===== config.mk =====
export PLATFORM = sky130hd
export DESIGN_NAME = vc_input_unit
export DESIGN_NICKNAME = d
export VERILOG_FILES = /design/src/rtl/vc_input_unit.sv
export SDC_FILE = /design/constraint.sdc
export NUM_CORES = 2
export LEC_CHECK = 0
export ABC_CLOCK_PERIOD_IN_PS = 9100
export CORE_MARGIN = 4
export CORE_UTILIZATION = 55
export CTS_CLUSTER_DIAMETER = 30
export DETAILED_ROUTE_END_ITERATION = 10
export PLACE_DENSITY_LB_ADDON = 0.05
export SETUP_SLACK_MARGIN = 0.5
export SYNTH_ARGS = -nofsm -noshare
export SYNTH_HDL_FRONTEND = slang
export SYNTH_SLANG_ARGS = --single-unit

===== constraint.sdc =====
create_clock -name clk -period 9.1 [get_ports clk]
set_input_delay 1.82 -clock clk [delete_from_list [all_inputs] [get_ports clk]]
set_output_delay 1.82 -clock clk [all_outputs]
set_load 0.01 [all_outputs]

===== src/rtl/vc_input_unit.sv =====
// vc_input_unit
// Requester side of the switch-allocation handshake for one router input port.
// Incoming flits are buffered in one FIFO per virtual channel. The route of a
// packet is taken from its head flit. Each non-empty VC with a known route and
// downstream credit raises one bit of a one-hot-per-VC request vector. The
// granted flit is popped, forwarded one cycle later, and a credit is returned
// upstream for it.
//
// Ports:
//   clk, rst         clock, synchronous active-high reset
//   in_valid/in_vc/in_head/in_tail/in_dest/in_data   incoming flit link
//   dn_ready[NUM_REQ]  downstream credit available per (port,vc)
//   req[NUM_REQ]       requests to switch arbiter, index = port*CHANNELS+vc
//   gnt[NUM_REQ]       grant from arbiter (combinational answer to req)
//   adj[NUM_REQ]       arbiter priority-update strobe (granted tail flit)
//   out_valid/out_port/out_vc/out_head/out_tail/out_data   forwarded flit
//   credit_valid/credit_vc   one credit returned upstream per popped flit
//   err                sticky protocol-error flag
//
// Handshake: req is a function of registered state and dn_ready only. A
// transfer happens at a clk edge where exactly one gnt bit is set and that
// bit's req is also set; any other non-zero gnt is ignored and flags err.
module vc_input_unit #(
   parameter int PORTS    = 5,
   parameter int CHANNELS = 12,
   parameter int DEPTH    = 4,
   parameter int DATA_W   = 32,
   localparam int NUM_REQ = PORTS * CHANNELS,
   localparam int VC_W    = $clog2(CHANNELS),
   localparam int PT_W    = $clog2(PORTS)
) (
   input  logic               clk,
   input  logic               rst,
   input  logic               in_valid,
   input  logic [VC_W-1:0]    in_vc,
   input  logic               in_head,
   input  logic               in_tail,
   input  logic [PT_W-1:0]    in_dest,
   input  logic [DATA_W-1:0]  in_data,
   input  logic [NUM_REQ-1:0] dn_ready,
   output logic [NUM_REQ-1:0] req,
   input  logic [NUM_REQ-1:0] gnt,
   output logic [NUM_REQ-1:0] adj,
   output logic               out_valid,
   output logic [PT_W-1:0]    out_port,
   output logic [VC_W-1:0]    out_vc,
   output logic               out_head,
   output logic               out_tail,
   output logic [DATA_W-1:0]  out_data,
   output logic               credit_valid,
   output logic [VC_W-1:0]    credit_vc,
   output logic               err
);

   localparam int PTR_W = $clog2(DEPTH);
   localparam int CNT_W = $clog2(DEPTH + 1);

   typedef struct packed {
      logic              head;
      logic              tail;
      logic [PT_W-1:0]   dest;
      logic [DATA_W-1:0] data;
   } flit_t;

   flit_t             mem       [CHANNELS][DEPTH];
   logic [PTR_W-1:0]  rd_ptr    [CHANNELS];
   logic [PTR_W-1:0]  wr_ptr    [CHANNELS];
   logic [CNT_W-1:0]  count     [CHANNELS];
   logic [PT_W-1:0]   route_reg [CHANNELS];
   logic [CHANNELS-1:0] route_valid;

   flit_t             hd        [CHANNELS];
   logic [PT_W-1:0]   eff_route [CHANNELS];
   logic [CHANNELS-1:0] nonempty, full, can_req, hd_tail, route_err, wr_sel;
   logic [CHANNELS-1:0] do_pop, wr_ok;

   // Per-VC view of the FIFO head. A head flit always routes by its own dest
   // (even if a stale route is still latched), body/tail flits use the
   // latched route. route_err covers both broken-framing cases: head while a
   // packet is open, or non-head while no packet is open.
   always_comb begin
      for (int v = 0; v < CHANNELS; v++) begin
         hd[v]        = mem[v][rd_ptr[v]];
         nonempty[v]  = (count[v] != '0);
         full[v]      = (count[v] == CNT_W'(DEPTH));
         hd_tail[v]   = hd[v].tail;
         eff_route[v] = hd[v].head ? hd[v].dest : route_reg[v];
         can_req[v]   = nonempty[v] & (hd[v].head | route_valid[v]);
         route_err[v] = nonempty[v] & (hd[v].head == route_valid[v]);
         wr_sel[v]    = in_valid & (in_vc == VC_W'(v));
      end
   end

   logic [NUM_REQ-1:0]                hit;
   logic [CHANNELS-1:0][PORTS-1:0]    hit_pv;
   logic [PORTS-1:0]                  hit_pp;

   assign hit = gnt & req;

   for (genvar gp = 0; gp < PORTS; gp++) begin : g_port
      assign hit_pp[gp] = |hit[gp*CHANNELS +: CHANNELS];
      for (genvar gv = 0; gv < CHANNELS; gv++) begin : g_vc
         assign req[gp*CHANNELS+gv] = can_req[gv] & (eff_route[gv] == PT_W'(gp))
                                      & dn_ready[gp*CHANNELS+gv];
         assign adj[gp*CHANNELS+gv] = gnt[gp*CHANNELS+gv] & req[gp*CHANNELS+gv]
                                      & hd_tail[gv];
         assign hit_pv[gv][gp]      = hit[gp*CHANNELS+gv];
      end
   end

   // A grant is honoured only when it is exactly one-hot and lands on a
   // raised request; (x & (x-1)) == 0 tests for at most one set bit.
   logic gnt_onehot, pop_ok, gnt_err, overflow, bad_vc;
   assign gnt_onehot = (gnt != '0) && ((gnt & (gnt - NUM_REQ'(1))) == '0);
   assign pop_ok     = gnt_onehot & (|hit);
   assign gnt_err    = (gnt != '0) & ~pop_ok;
   assign bad_vc     = in_valid & (int'(in_vc) >= CHANNELS);

   logic [VC_W-1:0] pop_vc;
   logic [PT_W-1:0] pop_port;
   flit_t           pop_flit;

   always_comb begin
      pop_vc   = '0;
      pop_port = '0;
      pop_flit = '0;
      do_pop   = '0;
      wr_ok    = '0;
      for (int v = 0; v < CHANNELS; v++) begin
         do_pop[v] = pop_ok & (|hit_pv[v]);
         // A full FIFO still accepts a write when it pops in the same cycle.
         wr_ok[v]  = wr_sel[v] & (~full[v] | do_pop[v]);
         if (do_pop[v]) begin
            pop_vc   = VC_W'(v);
            pop_flit = hd[v];
         end
      end
      for (int p = 0; p < PORTS; p++) begin
         if (hit_pp[p]) pop_port = PT_W'(p);
      end
   end

   assign overflow = |(wr_sel & full & ~do_pop);

   // Flit storage carries no reset: validity is tracked by count.
   always_ff @(posedge clk) begin
      for (int v = 0; v < CHANNELS; v++) begin
         if (!rst && wr_ok[v]) mem[v][wr_ptr[v]] <= {in_head, in_tail, in_dest, in_data};
      end
   end

   always_ff @(posedge clk) begin
      if (rst) begin
         for (int v = 0; v < CHANNELS; v++) begin
            rd_ptr[v]    <= '0;
            wr_ptr[v]    <= '0;
            count[v]     <= '0;
            route_reg[v] <= '0;
         end
         route_valid  <= '0;
         err          <= 1'b0;
         out_valid    <= 1'b0;
         out_port     <= '0;
         out_vc       <= '0;
         out_head     <= 1'b0;
         out_tail     <= 1'b0;
         out_data     <= '0;
         credit_valid <= 1'b0;
         credit_vc    <= '0;
      end else begin
         for (int v = 0; v < CHANNELS; v++) begin
            if (wr_ok[v]) wr_ptr[v] <= wr_ptr[v] + PTR_W'(1);
            if (do_pop[v]) begin
               rd_ptr[v] <= rd_ptr[v] + PTR_W'(1);
               if (hd[v].head) route_reg[v] <= hd[v].dest;
               // Tail pop closes the packet; a single-flit packet never opens one.
               route_valid[v] <= ~hd[v].tail;
            end
            case ({wr_ok[v], do_pop[v]})
               2'b10:   count[v] <= count[v] + CNT_W'(1);
               2'b01:   count[v] <= count[v] - CNT_W'(1);
               default: count[v] <= count[v];
            endcase
         end
         err          <= err | gnt_err | overflow | bad_vc | (|route_err);
         out_valid    <= pop_ok;
         credit_valid <= pop_ok;
         if (pop_ok) begin
            out_port  <= pop_port;
            out_vc    <= pop_vc;
            out_head  <= pop_flit.head;
            out_tail  <= pop_flit.tail;
            out_data  <= pop_flit.data;
            credit_vc <= pop_vc;
         end
      end
   end

endmodule


==> run metrics <==
status complete, no violations; ys flop type edfxtp_1; CP required 9.75 ns; chip width about 390 um; pwr dens 256.1 mW/mm^2; Seq/Total Area, Yosys between 70% and 80%; DR top layer met5; ratio of final minimum period to clock period between 80% and 90%; crit path cell chain mux4_2 -> inv_1 -> ha_1 -> nor2_1 -> o21ai_1 -> or3_1 -> nand4_1 -> or3_1 -> or3_1 -> o21ai_4 -> buf_4 -> nor2_2 -> o21ai_1 -> ha_1 -> nand2_1 -> fa_1 -> xnor2_1 -> nor2_1; Hold Crit Depth 2; largest net degree at the start of global routing 138; clock sink count 1951; Min-Delay Path Class reg -> reg; GRT Util Overall 32.68%; Worst Setup Slack, final 1.376 ns; Place WS 0.7823 ns; Placeable Area 0.1454 mm^2; vias in the first global route between 40000 and 50000; Sum Neg Setup Slack 0 ns; Reg2Reg Launch Point rd_ptr[0][0]; Hold Fails Final Rpt 0; Setup CP Type reg -> reg; DRC 0; Starting DRT DRC Count 5427; grt total ovfl 0; WL met1 96.20 mm; mean post-synth cell area 17.89 um^2; Int Power approximately 20 mW; Seq pwr share around 39%; overall power 25.73 mW; WHS Endpoint out_port[2]; CTS buffer count 397; Synth Net Count 4757; first-pass GRT wire length ~350 mm; Slowest cell on crit path o21ai_1; min-delay src out_port[2]; synth warn 0; initial core utilization 55.30%; CP max FO between 40 and 50; DPL Wire Length 158.3 mm; die outline area 0.1524 mm^2; Clock Root Buffer clkbuf_16; RSZ-0062 raised after global routing no; Routed Antenna Nets 0; asr flop ratio synth 0%; PostCTS Resize Cnt 0; Mapped Cells 4495; Post-CTS Setup Bufs 0; final setup violation count 0; Worst Setup Start Kind flip-flop; Reg2Reg Depth 18; routed wire length 247.8 mm; post-synth cell types 85; vias 48112; skew final 0.09452 ns; # rows 140; Tmin final approximately 7.7 ns; #FFs+latches synth around 2000; Ports 332; Worst Tran Pin Value 1.286 ns; reg2reg end count[2][11]; Comb power frac approximately 4.9%; Pre-Repair DR Iteration Count 6; number of synthesized flops with an enable pin approximately 1900; sw power 5.582 mW; Final Max Slew Viols 0; initial antenna violation count 7; Met3 Routed Length approximately 21 mm; max-cap viol count 0; DR WL met2 119.1 mm; switching part of the total 21.70%; Crit path top cell by count or3_1; DR vias/cell 6.484; Nets 5438; WHS 0.4470 ns; Bufs on Longest Clock Path 4; data arrival time of the critical path approximately 8.4 ns; Port-buffer cells about 330; Reg clk slew, reported paths 0.05 ns; area of the mapped netlist 0.08041 mm^2; CP peak stage delay between 0.8 and 0.9 ns; Layout Utilization between 60% and 70%; max reg flops 1776; R2R Setup Slk 1.38 ns; clock share of power between 50% and 60%; Max VDD drop 0.2031 mV; RD Place Congestion 0.9785; WL per Instance 33.40 um; Layout Area Growth over Synthesis 24.94%; Slew headroom 14.28%; CTS tree yes; htree depth 5; Die Span Y 390.4 um; CTS Hold Buffers Added 0; layout cells sized above 1 25.75%; fmax 0.1295 GHz; Setup crit end kind flip-flop; clock latency on the worst-skew pair 0.95 ns; Pleak 33.44 nW
## kinds of logic (layout without fill, tap and decap cells)
| family | count (synthesis) | count (layout) | synth area share [%] |
|---|---|---|---|
| DFF | 1951 | 1951 | 72.18 |
| buffers and inverters | 354 | 1357 | 1.691 |
| AOI/OAI and AO/OA | 557 | 557 | 4.787 |
| adders and majority gates | 98 | 98 | 1.628 |
| xor gates and xnor gates | 25 | 25 | 0.2723 |
| other | 0 | 5 | 0 |
| and+or+nand+nor | 1013 | 1013 | 6.480 |
| muxes | 497 | 497 | 12.96 |
## cell usage in the layout (no fill, tap or decap), types with 49 or more instances in the layout
master	n
inv_1	125
nor3_1	150
clkdlybuf4s50_1	314
mux4_2	432
a22oi_1	51
o21ai_0	91
ha_1	87
bufinv_16	55
edfxtp_1	1896
clkinvlp_4	54
clkinv_2	49
nor2_1	252
dfxtp_1	55
buf_4	168
a21oi_1	97
clkbuf_16	403
nand2_1	211
## final cells by class
class / instances / area (um^2)
diodes: 5 / 12.51
clock buffers: 459 / 10460
clock inverters: 262 / 3088
fillers: 9400 / 44930
inverters: 128 / 480.5
multi-input cells: 2190 / 21310
flip-flops and latches: 1951 / 58040
well taps: 1917 / 2399
repair buffers: 508 / 4676
## how the worst max path moves through the flow
| stage | start | to | depth (start not counted) | slack, ns |
|---|---|---|---|---|
| 2_1_floorplan | gnt[30] | mem[1][148] | 13 | 0.44 |
| 3_3_place_gp | gnt[3] | mem[2][335] | 14 | 0.86 |
| 3_5_place_dp | gnt[30] | mem[2][351] | 14 | 0.78 |
| 4_1_cts | rd_ptr[0][0] | count[2][11] | 18 | 1.42 |
| 5_1_grt | rd_ptr[0][0] | count[2][11] | 18 | 1.18 |
| 6_report | rd_ptr[0][0] | count[2][11] | 18 | 1.38 |
## worst max-delay path, delay by kind of cell (launching register included)
family | cells | cell delay [ns]
muxes | 1 | 0.80
xor gates and xnor gates | 1 | 0.16
DFF | 1 | 0.85
adders and majority gates | 3 | 1.00
buffers and inverters | 2 | 0.81
AOI/OAI and AO/OA | 3 | 1.83
and+or+nand+nor | 8 | 1.93
## Yosys cell counts, types with 25 or more instances
master / n / share of area [%]
edfxtp_1: 1896 / 71
mux4_2: 432 / 12
nor2_1: 254 / 1.2
nand2_1: 212 / 0.99
clkbuf_1: 171 / 0.80
nor3_1: 151 / 0.94
inv_1: 125 / 0.58
a21oi_1: 97 / 0.60
o21ai_0: 91 / 0.57
ha_1: 87 / 1.4
nor3b_1: 71 / 0.66
dfxtp_1: 55 / 1.4
a22oi_1: 51 / 0.48
and2_1: 50 / 0.39
nand3_1: 45 / 0.28
nand4_1: 44 / 0.34
o22ai_1: 43 / 0.33
buf_1: 40 / 0.19
mux2_2: 35 / 0.49
mux2i_1: 30 / 0.37
nor4_1: 27 / 0.21
a221oi_1: 26 / 0.28
a222oi_1: 25 / 0.31
o21ai_1: 25 / 0.16
## power groups by stage
stage               Clock, mW  Sequential (mW)  Combinational, mW
floorplan                   0             10.1              0.618
global placement            0             10.1               1.26
detailed placement          0             10.1               1.26
CTS                      14.6             9.97               1.27
global route             15.1             9.97               1.33
finish                   14.5             9.97               1.27
## stage by stage
| stage | cell area (um^2) | instances |
|---|---|---|
| 6_report | 100500 | 7420 |
| 5_1_grt | 100400 | 7416 |
| 4_1_cts | 100400 | 7415 |
| 3_5_place_dp | 86900 | 6694 |
| 3_3_place_gp | 86900 | 6694 |
| 2_1_floorplan | 80430 | 4495 |
## per-layer routing
| layer | GRT usage [%] | vias to the layer above |
|---|---|---|
| met1 | 44.75 | 25036 |
| met4 | 14.06 | 2 |
| met3 | 6.232 | 494 |
| li1 | - | 19895 |
| met2 | 52.11 | 2685 |
| met5 | 0 | - |
Note: power is estimated with default switching activity, not from simulation.
